<file path="config.mk">
export PLATFORM = sky130hd
export DESIGN_NAME = channel_reg_bank_flat
export DESIGN_NICKNAME = d
export VERILOG_FILES = /design/src/rtl/channel_reg_bank_if.sv /design/src/rtl/channel_reg_bank.sv /design/src/flat_wrapper.sv
export SDC_FILE = /design/constraint.sdc
export NUM_CORES = 1
export LEC_CHECK = 0
export ABC_AREA = 1
export CAP_MARGIN = 25
export CELL_PAD_IN_SITES_DETAIL_PLACEMENT = 1
export CELL_PAD_IN_SITES_GLOBAL_PLACEMENT = 1
export CORE_MARGIN = 2
export CORE_UTILIZATION = 44
export CTS_CLUSTER_SIZE = 30
export DETAILED_ROUTE_END_ITERATION = 10
export DONT_BUFFER_PORTS = 1
export PLACE_DENSITY = 0.85
export SLEW_MARGIN = 5
export SYNTH_ARGS = -nofsm -noshare
export SYNTH_HDL_FRONTEND = slang
export SYNTH_SLANG_ARGS = --single-unit
</file>
<file path="constraint.sdc">
create_clock -name CLK_LOW -period 1.5 [get_ports CLK_LOW]
set_input_delay 0.375 -clock CLK_LOW [delete_from_list [all_inputs] [get_ports CLK_LOW]]
set_output_delay 0.375 -clock CLK_LOW [all_outputs]
set_load 0.01 [all_outputs]
</file>
<file path="src/rtl/channel_reg_bank_if.sv">
// Host config bus between the bus decoder (master) and channel_reg_bank (slave).
// One byte is written or read per cycle; read data comes back a cycle later.
interface channel_reg_bank_if #(
  parameter int CH_W = 4
);
  logic            CH_CONFIG_WE;
  logic            CH_CONFIG_RE;
  logic [CH_W-1:0] CH_CONFIG_CH;
  logic [7:0]      CH_CONFIG_ADDR;
  logic [7:0]      CH_CONFIG_DATA;
  logic [7:0]      CH_CONFIG_RDATA;
  logic            CH_CONFIG_RVALID;

  modport master (
    output CH_CONFIG_WE, CH_CONFIG_RE, CH_CONFIG_CH, CH_CONFIG_ADDR, CH_CONFIG_DATA,
    input  CH_CONFIG_RDATA, CH_CONFIG_RVALID
  );

  modport slave (
    input  CH_CONFIG_WE, CH_CONFIG_RE, CH_CONFIG_CH, CH_CONFIG_ADDR, CH_CONFIG_DATA,
    output CH_CONFIG_RDATA, CH_CONFIG_RVALID
  );
endinterface

</file>
<file path="src/rtl/channel_reg_bank.sv">
// Per-channel config registers: shadow registers committed atomically to the
// active outputs, registered readback, and a load-protect fault latch per channel.
module channel_reg_bank #(
  parameter int          NUM_CH      = 2,
  parameter int          CH_W        = 4,
  parameter int          PROT_DELAY  = 24999,
  parameter logic [31:0] BITRATE_RST = 32'h0200_0000
) (
  input  logic                 CLK_LOW,
  input  logic                 reset_n,
  channel_reg_bank_if.slave    cfg,
  input  logic [NUM_CH-1:0]    CH_LOAD_PROTECT,
  output logic [NUM_CH-1:0]    CH_LOAD_PROTECT_STATE,
  output logic [NUM_CH-1:0]    CH_ON_OFF,
  output logic [4*NUM_CH-1:0]  CH_CNT_ATTEN,
  output logic [48*NUM_CH-1:0] STAND_FREQ_INC,
  output logic [4*NUM_CH-1:0]  PRBS_PN_SELECT,
  output logic [32*NUM_CH-1:0] PRBS_BIT_RATE,
  output logic [8*NUM_CH-1:0]  PRBS_EDGE_TIME,
  output logic [16*NUM_CH-1:0] PRBS_AMPLITUDE,
  output logic [16*NUM_CH-1:0] PRBS_DC_OFFSET,
  output logic [NUM_CH-1:0]    CH_UPDATE
);

  localparam int CNT_W = (PROT_DELAY < 1) ? 1 : $clog2(PROT_DELAY + 1);

  logic [3:0]       pn_q      [NUM_CH];
  logic [3:0]       pn_d      [NUM_CH];
  logic [7:0]       etime_q   [NUM_CH];
  logic [7:0]       etime_d   [NUM_CH];
  logic [3:0]       atten_q   [NUM_CH];
  logic [3:0]       atten_d   [NUM_CH];
  logic [31:0]      br_sh_q   [NUM_CH];
  logic [31:0]      br_sh_d   [NUM_CH];
  logic [31:0]      br_act_q  [NUM_CH];
  logic [31:0]      br_act_d  [NUM_CH];
  logic [15:0]      amp_sh_q  [NUM_CH];
  logic [15:0]      amp_sh_d  [NUM_CH];
  logic [15:0]      amp_act_q [NUM_CH];
  logic [15:0]      amp_act_d [NUM_CH];
  logic [15:0]      dc_sh_q   [NUM_CH];
  logic [15:0]      dc_sh_d   [NUM_CH];
  logic [15:0]      dc_act_q  [NUM_CH];
  logic [15:0]      dc_act_d  [NUM_CH];
  logic [47:0]      frq_sh_q  [NUM_CH];
  logic [47:0]      frq_sh_d  [NUM_CH];
  logic [47:0]      frq_act_q [NUM_CH];
  logic [47:0]      frq_act_d [NUM_CH];
  logic [CNT_W-1:0] cnt_q     [NUM_CH];
  logic [CNT_W-1:0] cnt_d     [NUM_CH];

  logic [NUM_CH-1:0] on_req_q, on_req_d;
  logic [NUM_CH-1:0] fault_q, fault_d;
  logic [NUM_CH-1:0] on_q, on_d;
  logic [NUM_CH-1:0] pend_q, pend_d;
  logic [NUM_CH-1:0] upd_q, upd_d;
  logic [7:0]        rdata_q, rdata_d;
  logic              rvalid_q, rvalid_d;

  logic [NUM_CH-1:0] wr_hit;
  logic [7:0]        rd_byte;

  // An out-of-range channel select never matches, so its writes fall away.
  always_comb begin
    wr_hit = '0;
    for (int c = 0; c < NUM_CH; c++)
      wr_hit[c] = cfg.CH_CONFIG_WE && (cfg.CH_CONFIG_CH == CH_W'(c));
  end

  always_comb begin
    pn_d     = pn_q;
    etime_d  = etime_q;
    atten_d  = atten_q;
    br_sh_d  = br_sh_q;
    amp_sh_d = amp_sh_q;
    dc_sh_d  = dc_sh_q;
    frq_sh_d = frq_sh_q;
    on_req_d = on_req_q;
    pend_d   = '0;
    for (int c = 0; c < NUM_CH; c++) begin
      if (wr_hit[c]) begin
        case (cfg.CH_CONFIG_ADDR)
          8'h00: pn_d[c]            = cfg.CH_CONFIG_DATA[3:0];
          8'h01: br_sh_d[c][7:0]    = cfg.CH_CONFIG_DATA;
          8'h02: br_sh_d[c][15:8]   = cfg.CH_CONFIG_DATA;
          8'h03: br_sh_d[c][23:16]  = cfg.CH_CONFIG_DATA;
          8'h04: br_sh_d[c][31:24]  = cfg.CH_CONFIG_DATA;
          8'h05: etime_d[c]         = cfg.CH_CONFIG_DATA;
          8'h06: amp_sh_d[c][7:0]   = cfg.CH_CONFIG_DATA;
          8'h07: amp_sh_d[c][15:8]  = cfg.CH_CONFIG_DATA;
          8'h08: dc_sh_d[c][7:0]    = cfg.CH_CONFIG_DATA;
          8'h09: dc_sh_d[c][15:8]   = cfg.CH_CONFIG_DATA;
          8'h0A: frq_sh_d[c][7:0]   = cfg.CH_CONFIG_DATA;
          8'h0B: frq_sh_d[c][15:8]  = cfg.CH_CONFIG_DATA;
          8'h0C: frq_sh_d[c][23:16] = cfg.CH_CONFIG_DATA;
          8'h0D: frq_sh_d[c][31:24] = cfg.CH_CONFIG_DATA;
          8'h0E: frq_sh_d[c][39:32] = cfg.CH_CONFIG_DATA;
          8'h0F: frq_sh_d[c][47:40] = cfg.CH_CONFIG_DATA;
          8'h2D: on_req_d[c]        = cfg.CH_CONFIG_DATA[0];
          8'h31: atten_d[c]         = cfg.CH_CONFIG_DATA[3:0];
          8'h5F: pend_d[c]          = cfg.CH_CONFIG_DATA[0];
          default: ;
        endcase
      end
    end
    // Commit-all is honoured regardless of the channel select.
    if (cfg.CH_CONFIG_WE && (cfg.CH_CONFIG_ADDR == 8'h5F) && cfg.CH_CONFIG_DATA[1])
      pend_d = '1;
  end

  // Commit stage: active registers take their shadows one edge after the commit write.
  always_comb begin
    br_act_d  = br_act_q;
    amp_act_d = amp_act_q;
    dc_act_d  = dc_act_q;
    frq_act_d = frq_act_q;
    for (int c = 0; c < NUM_CH; c++) begin
      if (pend_q[c]) begin
        br_act_d[c]  = br_sh_q[c];
        amp_act_d[c] = amp_sh_q[c];
        dc_act_d[c]  = dc_sh_q[c];
        frq_act_d[c] = frq_sh_q[c];
      end
    end
    upd_d = pend_q;
  end

  // Load protect: a clear is one-shot, and a pending set overrides it.
  always_comb begin
    for (int c = 0; c < NUM_CH; c++) begin
      if (CH_LOAD_PROTECT[c])
        cnt_d[c] = '0;
      else if (cnt_q[c] == CNT_W'(PROT_DELAY))
        cnt_d[c] = cnt_q[c];
      else
        cnt_d[c] = cnt_q[c] + CNT_W'(1);
    end
    fault_d = fault_q;
    for (int c = 0; c < NUM_CH; c++) begin
      if (wr_hit[c] && (cfg.CH_CONFIG_ADDR == 8'h5A) && cfg.CH_CONFIG_DATA[0])
        fault_d[c] = 1'b0;
      if (cnt_q[c] == CNT_W'(PROT_DELAY))
        fault_d[c] = 1'b1;
    end
    on_d = on_req_q & ~fault_q;
  end

  // Readback samples the pre-write state, so a same-cycle write is not visible.
  always_comb begin
    rd_byte = '0;
    for (int c = 0; c < NUM_CH; c++) begin
      if (cfg.CH_CONFIG_CH == CH_W'(c)) begin
        case (cfg.CH_CONFIG_ADDR)
          8'h00: rd_byte = {4'b0, pn_q[c]};
          8'h01: rd_byte = br_sh_q[c][7:0];
          8'h02: rd_byte = br_sh_q[c][15:8];
          8'h03: rd_byte = br_sh_q[c][23:16];
          8'h04: rd_byte = br_sh_q[c][31:24];
          8'h05: rd_byte = etime_q[c];
          8'h06: rd_byte = amp_sh_q[c][7:0];
          8'h07: rd_byte = amp_sh_q[c][15:8];
          8'h08: rd_byte = dc_sh_q[c][7:0];
          8'h09: rd_byte = dc_sh_q[c][15:8];
          8'h0A: rd_byte = frq_sh_q[c][7:0];
          8'h0B: rd_byte = frq_sh_q[c][15:8];
          8'h0C: rd_byte = frq_sh_q[c][23:16];
          8'h0D: rd_byte = frq_sh_q[c][31:24];
          8'h0E: rd_byte = frq_sh_q[c][39:32];
          8'h0F: rd_byte = frq_sh_q[c][47:40];
          8'h2D: rd_byte = {7'b0, on_req_q[c]};
          8'h31: rd_byte = {4'b0, atten_q[c]};
          8'h5A: rd_byte = {7'b0, fault_q[c]};
          default: ;
        endcase
      end
    end
    rvalid_d = cfg.CH_CONFIG_RE;
    rdata_d  = cfg.CH_CONFIG_RE ? rd_byte : rdata_q;
  end

  always_ff @(posedge CLK_LOW or negedge reset_n) begin
    if (!reset_n) begin
      for (int c = 0; c < NUM_CH; c++) begin
        pn_q[c]      <= '0;
        etime_q[c]   <= '0;
        atten_q[c]   <= '0;
        br_sh_q[c]   <= BITRATE_RST;
        br_act_q[c]  <= BITRATE_RST;
        amp_sh_q[c]  <= '0;
        amp_act_q[c] <= '0;
        dc_sh_q[c]   <= '0;
        dc_act_q[c]  <= '0;
        frq_sh_q[c]  <= '0;
        frq_act_q[c] <= '0;
        cnt_q[c]     <= '0;
      end
      on_req_q <= '0;
      fault_q  <= '0;
      on_q     <= '0;
      pend_q   <= '0;
      upd_q    <= '0;
      rdata_q  <= '0;
      rvalid_q <= 1'b0;
    end else begin
      pn_q      <= pn_d;
      etime_q   <= etime_d;
      atten_q   <= atten_d;
      br_sh_q   <= br_sh_d;
      br_act_q  <= br_act_d;
      amp_sh_q  <= amp_sh_d;
      amp_act_q <= amp_act_d;
      dc_sh_q   <= dc_sh_d;
      dc_act_q  <= dc_act_d;
      frq_sh_q  <= frq_sh_d;
      frq_act_q <= frq_act_d;
      cnt_q     <= cnt_d;
      on_req_q  <= on_req_d;
      fault_q   <= fault_d;
      on_q      <= on_d;
      pend_q    <= pend_d;
      upd_q     <= upd_d;
      rdata_q   <= rdata_d;
      rvalid_q  <= rvalid_d;
    end
  end

  always_comb begin
    for (int c = 0; c < NUM_CH; c++) begin
      CH_CNT_ATTEN[c*4 +: 4]     = atten_q[c];
      STAND_FREQ_INC[c*48 +: 48] = frq_act_q[c];
      PRBS_PN_SELECT[c*4 +: 4]   = pn_q[c];
      PRBS_BIT_RATE[c*32 +: 32]  = br_act_q[c];
      PRBS_EDGE_TIME[c*8 +: 8]   = etime_q[c];
      PRBS_AMPLITUDE[c*16 +: 16] = amp_act_q[c];
      PRBS_DC_OFFSET[c*16 +: 16] = dc_act_q[c];
    end
  end

  assign CH_LOAD_PROTECT_STATE = fault_q;
  assign CH_ON_OFF             = on_q;
  assign CH_UPDATE             = upd_q;
  assign cfg.CH_CONFIG_RDATA   = rdata_q;
  assign cfg.CH_CONFIG_RVALID  = rvalid_q;

endmodule
</file>
<file path="src/flat_wrapper.sv">
// flat-port wrapper written by rule: the top's interface ports become plain ports
module channel_reg_bank_flat 
#(
  parameter int          NUM_CH      = 2,
  parameter int          CH_W        = 4,
  parameter int          PROT_DELAY  = 24999,
  parameter logic [31:0] BITRATE_RST = 32'h0200_0000
)
  (CLK_LOW, reset_n, CH_LOAD_PROTECT, CH_LOAD_PROTECT_STATE, CH_ON_OFF, CH_CNT_ATTEN, STAND_FREQ_INC, PRBS_PN_SELECT, PRBS_BIT_RATE, PRBS_EDGE_TIME, PRBS_AMPLITUDE, PRBS_DC_OFFSET, CH_UPDATE, cfg_CH_CONFIG_WE, cfg_CH_CONFIG_RE, cfg_CH_CONFIG_CH, cfg_CH_CONFIG_ADDR, cfg_CH_CONFIG_DATA, cfg_CH_CONFIG_RDATA, cfg_CH_CONFIG_RVALID);
  channel_reg_bank_if #(.CH_W(CH_W)) cfg_i ();
  input  logic CLK_LOW;
  input  logic reset_n;
  input  logic [NUM_CH-1:0] CH_LOAD_PROTECT;
  output logic [NUM_CH-1:0] CH_LOAD_PROTECT_STATE;
  output logic [NUM_CH-1:0] CH_ON_OFF;
  output logic [4*NUM_CH-1:0] CH_CNT_ATTEN;
  output logic [48*NUM_CH-1:0] STAND_FREQ_INC;
  output logic [4*NUM_CH-1:0] PRBS_PN_SELECT;
  output logic [32*NUM_CH-1:0] PRBS_BIT_RATE;
  output logic [8*NUM_CH-1:0] PRBS_EDGE_TIME;
  output logic [16*NUM_CH-1:0] PRBS_AMPLITUDE;
  output logic [16*NUM_CH-1:0] PRBS_DC_OFFSET;
  output logic [NUM_CH-1:0] CH_UPDATE;
  input wire logic [$bits(cfg_i.CH_CONFIG_WE)-1:0] cfg_CH_CONFIG_WE;
  input wire logic [$bits(cfg_i.CH_CONFIG_RE)-1:0] cfg_CH_CONFIG_RE;
  input wire logic [$bits(cfg_i.CH_CONFIG_CH)-1:0] cfg_CH_CONFIG_CH;
  input wire logic [$bits(cfg_i.CH_CONFIG_ADDR)-1:0] cfg_CH_CONFIG_ADDR;
  input wire logic [$bits(cfg_i.CH_CONFIG_DATA)-1:0] cfg_CH_CONFIG_DATA;
  output wire logic [$bits(cfg_i.CH_CONFIG_RDATA)-1:0] cfg_CH_CONFIG_RDATA;
  output wire logic [$bits(cfg_i.CH_CONFIG_RVALID)-1:0] cfg_CH_CONFIG_RVALID;
  assign cfg_i.CH_CONFIG_WE = cfg_CH_CONFIG_WE;
  assign cfg_i.CH_CONFIG_RE = cfg_CH_CONFIG_RE;
  assign cfg_i.CH_CONFIG_CH = cfg_CH_CONFIG_CH;
  assign cfg_i.CH_CONFIG_ADDR = cfg_CH_CONFIG_ADDR;
  assign cfg_i.CH_CONFIG_DATA = cfg_CH_CONFIG_DATA;
  assign cfg_CH_CONFIG_RDATA = cfg_i.CH_CONFIG_RDATA;
  assign cfg_CH_CONFIG_RVALID = cfg_i.CH_CONFIG_RVALID;
  channel_reg_bank #(.NUM_CH(NUM_CH), .CH_W(CH_W), .PROT_DELAY(PROT_DELAY), .BITRATE_RST(BITRATE_RST)) u_core (.CLK_LOW(CLK_LOW), .reset_n(reset_n), .cfg(cfg_i), .CH_LOAD_PROTECT(CH_LOAD_PROTECT), .CH_LOAD_PROTECT_STATE(CH_LOAD_PROTECT_STATE), .CH_ON_OFF(CH_ON_OFF), .CH_CNT_ATTEN(CH_CNT_ATTEN), .STAND_FREQ_INC(STAND_FREQ_INC), .PRBS_PN_SELECT(PRBS_PN_SELECT), .PRBS_BIT_RATE(PRBS_BIT_RATE), .PRBS_EDGE_TIME(PRBS_EDGE_TIME), .PRBS_AMPLITUDE(PRBS_AMPLITUDE), .PRBS_DC_OFFSET(PRBS_DC_OFFSET), .CH_UPDATE(CH_UPDATE));
endmodule
</file>
==> flow_metrics.py, run 1 <==
metrics = {
    "clock_network": {
        "clk_path_buf_depth": 3,
        "cts_inserted_buffers": 56,
        "clk_pin_slew_ns": 0.06,
        "ctsRootBufferMaster": "clkbuf_16",
        "postCtsHoldBufs": 6,
        "htreeDepth": 2,
        "clock_latency_ns": 0.65,
        "cts_sinks": 529,
        "cts_tree": "built",
    },
    "synthesis": {
        "syn_inst": 2263,
        "ys_seq_elements": 529,
        "ys_warn_count": 0,
        "ys.flop_type": "dfrtp_1",
        "synth_top_area_share_pct": 59.5,
        "synth.distinct_cells": 27,
        "async_flop_share_pct": 100,
        "synth_area_um2": 22100,
        "syn_nets": 2291,
        "synth.area.top_cells": "dfrtp_1, mux2_2, nand2_1",
        "syn_avg_cell_area_um2": 9.76,
        "yosysTopAreaCell": "dfrtp_1",
        "synth-edff-count": 0,
        "yosysSeqAreaShare_pct": 59.9,
        "yosysMostFrequentCell": "nand2_1",
        "yosys-top-cells-count": "nand2_1, dfrtp_1, o21ai_0",
    },
    "worst_setup_path": {
        "r2r_end": "u_core.cnt_q[26]$_DFFE_PN0P_",
        "r2r-start": "u_core.cnt_q[16]$_DFFE_PN0P_",
        "crit_fanout": 529,
        "worst-setup-path-type": "primary input to asynchronous set/reset pin",
        "cp.arrival_ns": 1.67,
        "reg2reg_depth": 9,
        "r2r_slack_ns": -0.06,
        "crit_path_end_kind": "asynchronous set/reset pin",
        "crit_required_ns": 1.47,
        "cp-start-kind": "primary input",
        "startpoint": "reset_n",
    },
    "place": {
        "dp_hpwl_um": 58200,
        "io_buffers": 0,
        "routabilityCongestion": 1.03,
    },
    "floorplanning": {
        "die_h_um": 228,
        "die_x_um": 228,
        "coreArea_um2": 49900,
        "die_area_um2": 52000,
        "io_pins": 297,
        "initial_core_util_pct": 44.3,
        "core.rowCount": 82,
    },
    "outcome": {
        "outcome": "complete, but fails checks",
        "violations": "hold timing, slew limit, setup timing",
    },
    "hold_path": {
        "hold_class": "primary input to asynchronous set/reset pin",
    },
    "grt": {
        "grt_max_degree": 530,
        "grtUsageTotal_pct": 32.6,
        "grt_pass1_vias": 19700,
        "antenna_found_initial": 1,
        "overflow": 0,
        "grt_pass1_wl_um": 128000,
    },
    "route": {
        "drtIter0Drc": 1784,
        "via_per_inst": 5.88,
        "vias": 18500,
        "ant_nets": 0,
        "drt_pass1_iterations": 6,
        "wl_um": 85800,
        "drc": 0,
        "wl_per_cell_um": 27.3,
    },
    "final_layout": {
        "syn_to_final_growth_pct": 22.0,
        "fillers": 5481,
        "nNetsFinal": 2446,
        "drive_gt1_share_pct": 25.0,
    },
    "timing": {
        "max_freq_mhz": 588,
        "rsz0062_at_grt": "yes",
        "worst_slew_pin_slew_ns": 2.62,
        "hold_viol": 353,
        "setup_slack_ns": -0.201,
        "holdWs_ns": -0.523,
        "setup_viol": 77,
        "finClkSkew_ns": 0.0385,
        "slew_viol_final": 367,
        "period_share_pct": 113,
        "fin_crit_ns": 1.70,
        "slew_headroom_pct": -74.6,
    },
    "power": {
        "p_per_area_nw_per_um2": 1150,
        "total_power_w": 0.0311,
        "ir_drop_uv": 902,
        "leakage_nw": 12.9,
    },
    "job": {
        "drv_cap": 0,
    },
}
==> report_power, final <==
group	internal, W	total [W]	switching (W)
sequential	0.0144	0.0145	0.000127
clock	0.00966	0.0159	0.00619
combinational	0.000242	0.000753	0.000511
total	0.0243	0.0311	0.00683
==> flip-flops by register name, indices dropped and copies added, names as in the netlist <==
register / count
u_core.CH_CNT_ATTEN: 8
u_core.CH_LOAD_PROTECT_STATE: 2
u_core.CH_ON_OFF: 2
u_core.CH_UPDATE: 2
u_core.PRBS_AMPLITUDE: 32
u_core.PRBS_BIT_RATE: 64
u_core.PRBS_DC_OFFSET: 32
u_core.PRBS_EDGE_TIME: 16
u_core.PRBS_PN_SELECT: 8
u_core.STAND_FREQ_INC: 96
u_core.amp_sh_q: 32
u_core.br_sh_q: 64
u_core.cfg.CH_CONFIG_RDATA: 8
u_core.cfg.CH_CONFIG_RVALID: 1
u_core.cnt_q: 30
u_core.dc_sh_q: 32
u_core.frq_sh_q: 96
u_core.on_req_q: 2
u_core.pend_q: 2
==> layout by cell type (no fill, tap or decap), types with 5 or more instances in the layout <==
cell,Yosys,routed
nand2_1,545,522
dfrtp_1,525,498
o21ai_0,306,287
mux2_2,187,187
nand3_1,188,174
buf_4,5,155
nor2_1,155,134
inv_1,114,111
clkbuf_16,0,57
a21oi_1,55,51
nand2_2,4,27
buf_12,0,25
dfrtp_2,0,25
buf_6,0,24
nand4_1,23,23
nor2_2,6,18
o21ai_1,2,16
nand3_2,0,13
bufinv_16,0,13
clkbuf_8,0,11
nor2_4,1,10
nor3_1,14,9
clkinv_2,0,8
inv_2,3,6
clkinvlp_4,0,6
dlygate4sd3_1,0,6
nor3_2,2,5
o21ai_2,0,5
clkbuf_1,60,5
==> stage by stage <==
stage | utilization, % | std cells | setup TNS [ns] | worst slack (ns) | area [µm²]
global placement | 48.5 | 2996 | -54.16 | -0.583 | 24200
floorplan | - | 2263 | -1.58 | -0.0564 | 22300
CTS | 53.3 | 3122 | -1.38 | -0.0944 | 26600
finish | 54.1 | 3139 | -2.61 | -0.201 | 27000
detailed placement | 48.5 | 2996 | -69.61 | -0.597 | 24200
global route | 54.0 | 3136 | -2.56 | -0.183 | 26900
==> kinds of logic after synthesis <==
group	after synthesis	share of synthesized area, %
mux	187	9.53
simple gates	940	17.6
compound gates	370	8.44
xor+xnor	3	0.119
buf+inv	232	4.25
flops	529	59.9
fa+ha+maj	2	0.113
==> what timing repair did <==
item / 4_1_cts / 5_1_grt
pin swaps: 2 / 26
resized for setup: 47 / 83
buffers inserted: 16 / 13
cloned: 0 / 1
hold endpoints to repair: 551 / 527
setup endpoints to repair: 49 / 66
==> routing by layer <==
| metal | global-route usage, % | part of all wire [%] | vias up |
|---|---|---|---|
| li1 | - | - | 7827 |
| met1 | 39.1 | 37 | 9385 |
| met2 | 52.2 | 47 | 959 |
| met3 | 11.3 | 11 | 285 |
| met4 | 16.3 | 5.4 | 2 |
| met5 | 0 | 0.013 | - |
==> worst max path at each step <==
stage          cells after the start  slack [ns]                                         to
2_1_floorplan                     13       -0.06  u_core.cfg.CH_CONFIG_RDATA[4]$_DFFE_PN0P_
3_3_place_gp                      13       -0.58  u_core.cfg.CH_CONFIG_RDATA[2]$_DFFE_PN0P_
3_5_place_dp                      13       -0.60  u_core.cfg.CH_CONFIG_RDATA[2]$_DFFE_PN0P_
4_1_cts                            0       -0.09                          PRBS_BIT_RATE[25]
5_1_grt                            8       -0.18               u_core.cnt_q[26]$_DFFE_PN0P_
6_report                           0       -0.20               u_core.cnt_q[22]$_DFFE_PN0P_
==> final cells by class <==
type	instances	area [µm²]	share of cell area (%)
diodes	3	7.51	0.0278
clock buffers	72	1570	5.83
clock inverters	32	542	2.01
inverters	117	439	1.63
multi-input cells	1502	8230	30.5
flip-flops and latches	529	13300	49.3
well taps	672	841	3.12
repair buffers	212	2050	7.59
No activity file was read; power rests on OpenSTA's default activity.
==> run 2: changes to the inputs <==
--- a/config.mk
+++ b/config.mk
@@ -10,11 +10,11 @@
 export CELL_PAD_IN_SITES_DETAIL_PLACEMENT = 1
 export CELL_PAD_IN_SITES_GLOBAL_PLACEMENT = 1
 export CORE_MARGIN = 2
-export CORE_UTILIZATION = 44
+export CORE_UTILIZATION = 50
 export CTS_CLUSTER_SIZE = 30
 export DETAILED_ROUTE_END_ITERATION = 10
 export DONT_BUFFER_PORTS = 1
-export PLACE_DENSITY = 0.85
+export PLACE_DENSITY = 0.9
 export SLEW_MARGIN = 5
 export SYNTH_ARGS = -nofsm -noshare
 export SYNTH_HDL_FRONTEND = slang
==> constraint.sdc (replaced) <==
create_clock -name CLK_LOW -period 2.1 [get_ports CLK_LOW]
set_input_delay 0.525 -clock CLK_LOW [delete_from_list [all_inputs] [get_ports CLK_LOW]]
set_output_delay 0.525 -clock CLK_LOW [all_outputs]
set_load 0.01 [all_outputs]
==> flow_metrics.py, run 2 (synthesis results as in run 1) <==
metrics = {
    "outcome": {
        "outcome": "complete, but fails checks",
        "violations": "hold timing",
    },
    "place": {
        "placed_cell_area_um2": 23300,
        "io_buffers": 0,
        "dp_hpwl_um": 57600,
        "routabilityCongestion": 0.977,
    },
    "clock_network": {
        "postCtsHoldBufs": 3,
        "cts_inserted_buffers": 54,
        "clk_path_buf_depth": 3,
        "clk_pin_slew_ns": 0.06,
        "clock_latency_ns": 0.62,
        "postCtsSetupBuffers": 0,
        "cts_resized": 0,
        "ctsRootBufferMaster": "clkbuf_16",
        "htreeDepth": 2,
        "cts_tree": "built",
        "cts_sinks": 529,
    },
    "grt": {
        "grtUsageTotal_pct": 37.1,
        "grt_pass1_wl_um": 128000,
        "overflow": 0,
        "grt_max_degree": 530,
        "antenna_found_initial": 2,
        "grt_pass1_vias": 19600,
    },
    "route": {
        "ant_nets": 0,
        "drt_pass1_iterations": 6,
        "vias": 18600,
        "wl_um": 85200,
        "drtIter0Drc": 2220,
        "via_per_inst": 6.32,
        "wl_per_cell_um": 29.0,
        "drc": 0,
    },
    "worst_setup_path": {
        "r2r_slack_ns": 0.27,
        "reg2reg_depth": 8,
        "crit_fanout": 13,
        "cp-start-kind": "primary input",
        "crit_required_ns": 2.64,
        "worst-setup-path-type": "primary input to flip-flop",
        "r2r_end": "u_core.cnt_q[26]$_DFFE_PN0P_",
        "r2r-start": "u_core.cnt_q[17]$_DFFE_PN0P_",
        "crit_path_end_kind": "flip-flop",
        "cp.arrival_ns": 2.49,
    },
    "floorplanning": {
        "initial_core_util_pct": 50.3,
        "core.rowCount": 77,
        "die_x_um": 214,
        "die_area_um2": 45900,
        "coreArea_um2": 43900,
        "io_pins": 297,
        "die_h_um": 214,
    },
    "timing": {
        "setup_viol": 0,
        "holdWs_ns": -0.396,
        "timing.setup.tns_ns": 0,
        "slew_viol_final": 0,
        "finClkSkew_ns": 0.0284,
        "max_freq_mhz": 514,
        "slew_headroom_pct": 6.12,
        "period_share_pct": 92.7,
        "rsz0062_at_grt": "no",
        "hold_viol": 525,
        "fin_crit_ns": 1.95,
        "worst_slew_pin_slew_ns": 1.41,
    },
    "final_layout": {
        "antennaDiodeCount": 0,
        "layout_commonest_cell": "nand2_1",
        "drive_gt1_share_pct": 16.8,
        "syn_to_final_growth_pct": 13.8,
        "nNetsFinal": 2334,
        "layout_common_cells": "nand2_1, dfrtp_1, o21ai_0",
        "fillers": 4868,
        "regArea_um2": 13300,
        "multi_input_area_um2": 7920,
        "fin_area_um2": 25100,
    },
    "power": {
        "total_power_w": 0.0211,
        "leakage_nw": 12.1,
        "p_per_area_nw_per_um2": 837,
        "ir_drop_uv": 563,
    },
    "job": {
        "drv_cap": 0,
    },
    "hold_path": {
        "hold_class": "primary input to asynchronous set/reset pin",
    },
}
-- run 2: changes by cell type in the layout (fill, tap and decap cells not counted), sizes merged --
cell	change
buf	-106
clkbuf	+1
bufinv	-5
clkinvlp	-5
diode	-3
clkinv	+2
dlygate4sd3	-3
-- run 2: metrics by stage --
stage	utilization, %	setup slack, ns	std cells
after floorplan	-	0.308	2263
after global placement	52.9	-0.180	2838
after detailed placement	53.0	-0.238	2839
after CTS	57.2	0.253	2940
after global routing	57.2	0.0274	2940
final	57.2	0.153	2940
-- run 2: worst max-delay path by stage --
stage,to,startpoint,slack [ns]
2_1_floorplan,u_core.frq_sh_q[61]$_DFFE_PN0P_,cfg_CH_CONFIG_CH[3],0.31
5_1_grt,u_core.cnt_q[26]$_DFFE_PN0P_,u_core.cnt_q[17]$_DFFE_PN0P_,0.03
3_5_place_dp,u_core.cfg.CH_CONFIG_RDATA[1]$_DFFE_PN0P_,cfg_CH_CONFIG_ADDR[6],-0.24
3_3_place_gp,u_core.cfg.CH_CONFIG_RDATA[6]$_DFFE_PN0P_,cfg_CH_CONFIG_ADDR[2],-0.18
6_report,u_core.cfg.CH_CONFIG_RDATA[1]$_DFFE_PN0P_,cfg_CH_CONFIG_ADDR[7],0.15
4_1_cts,u_core.cnt_q[28]$_DFFE_PN0P_,u_core.cnt_q[17]$_DFFE_PN0P_,0.25
-- run 2: power breakdown --
part	switching, W	internal, W
clock network	0.00423	0.00603
logic	0.000330	0.000109
registers	0.0000983	0.0103
total	0.00466	0.0164
-- run 2: critical path, cell delays in order --
cell and delay (ns):
inv_1 0.06, nand2_1 0.10, nor2_4 0.14, buf_12 0.17, buf_4 0.14, nand2_1 0.14
o21ai_0 0.61, nor2_1 0.14, nand2_1 0.17, o21ai_0 0.11, nand2_1 0.09, nand2_1 0.05
nand2_1 0.05
-- run 2: routing by layer --
metal / part of all wire, % / routed length (µm) / track usage [%] / vias up
met5: 0.0094 / 8 / 0 / -
met4: 6.2 / 5250 / 20.1 / 2
met3: 11 / 9670 / 12.3 / 359
met2: 46 / 38800 / 57.8 / 1180
met1: 37 / 31500 / 46.0 / 9453
li1: - / - / - / 7593
-- run 2: layout make-up --
type / count / share of cell area (%)
flip-flops and latches: 529 / 52.7
inverters: 117 / 1.75
repair buffers: 102 / 3.77
clock buffers: 74 / 6.04
well taps: 592 / 2.95
clock inverters: 24 / 1.31
multi-input cells: 1502 / 31.5
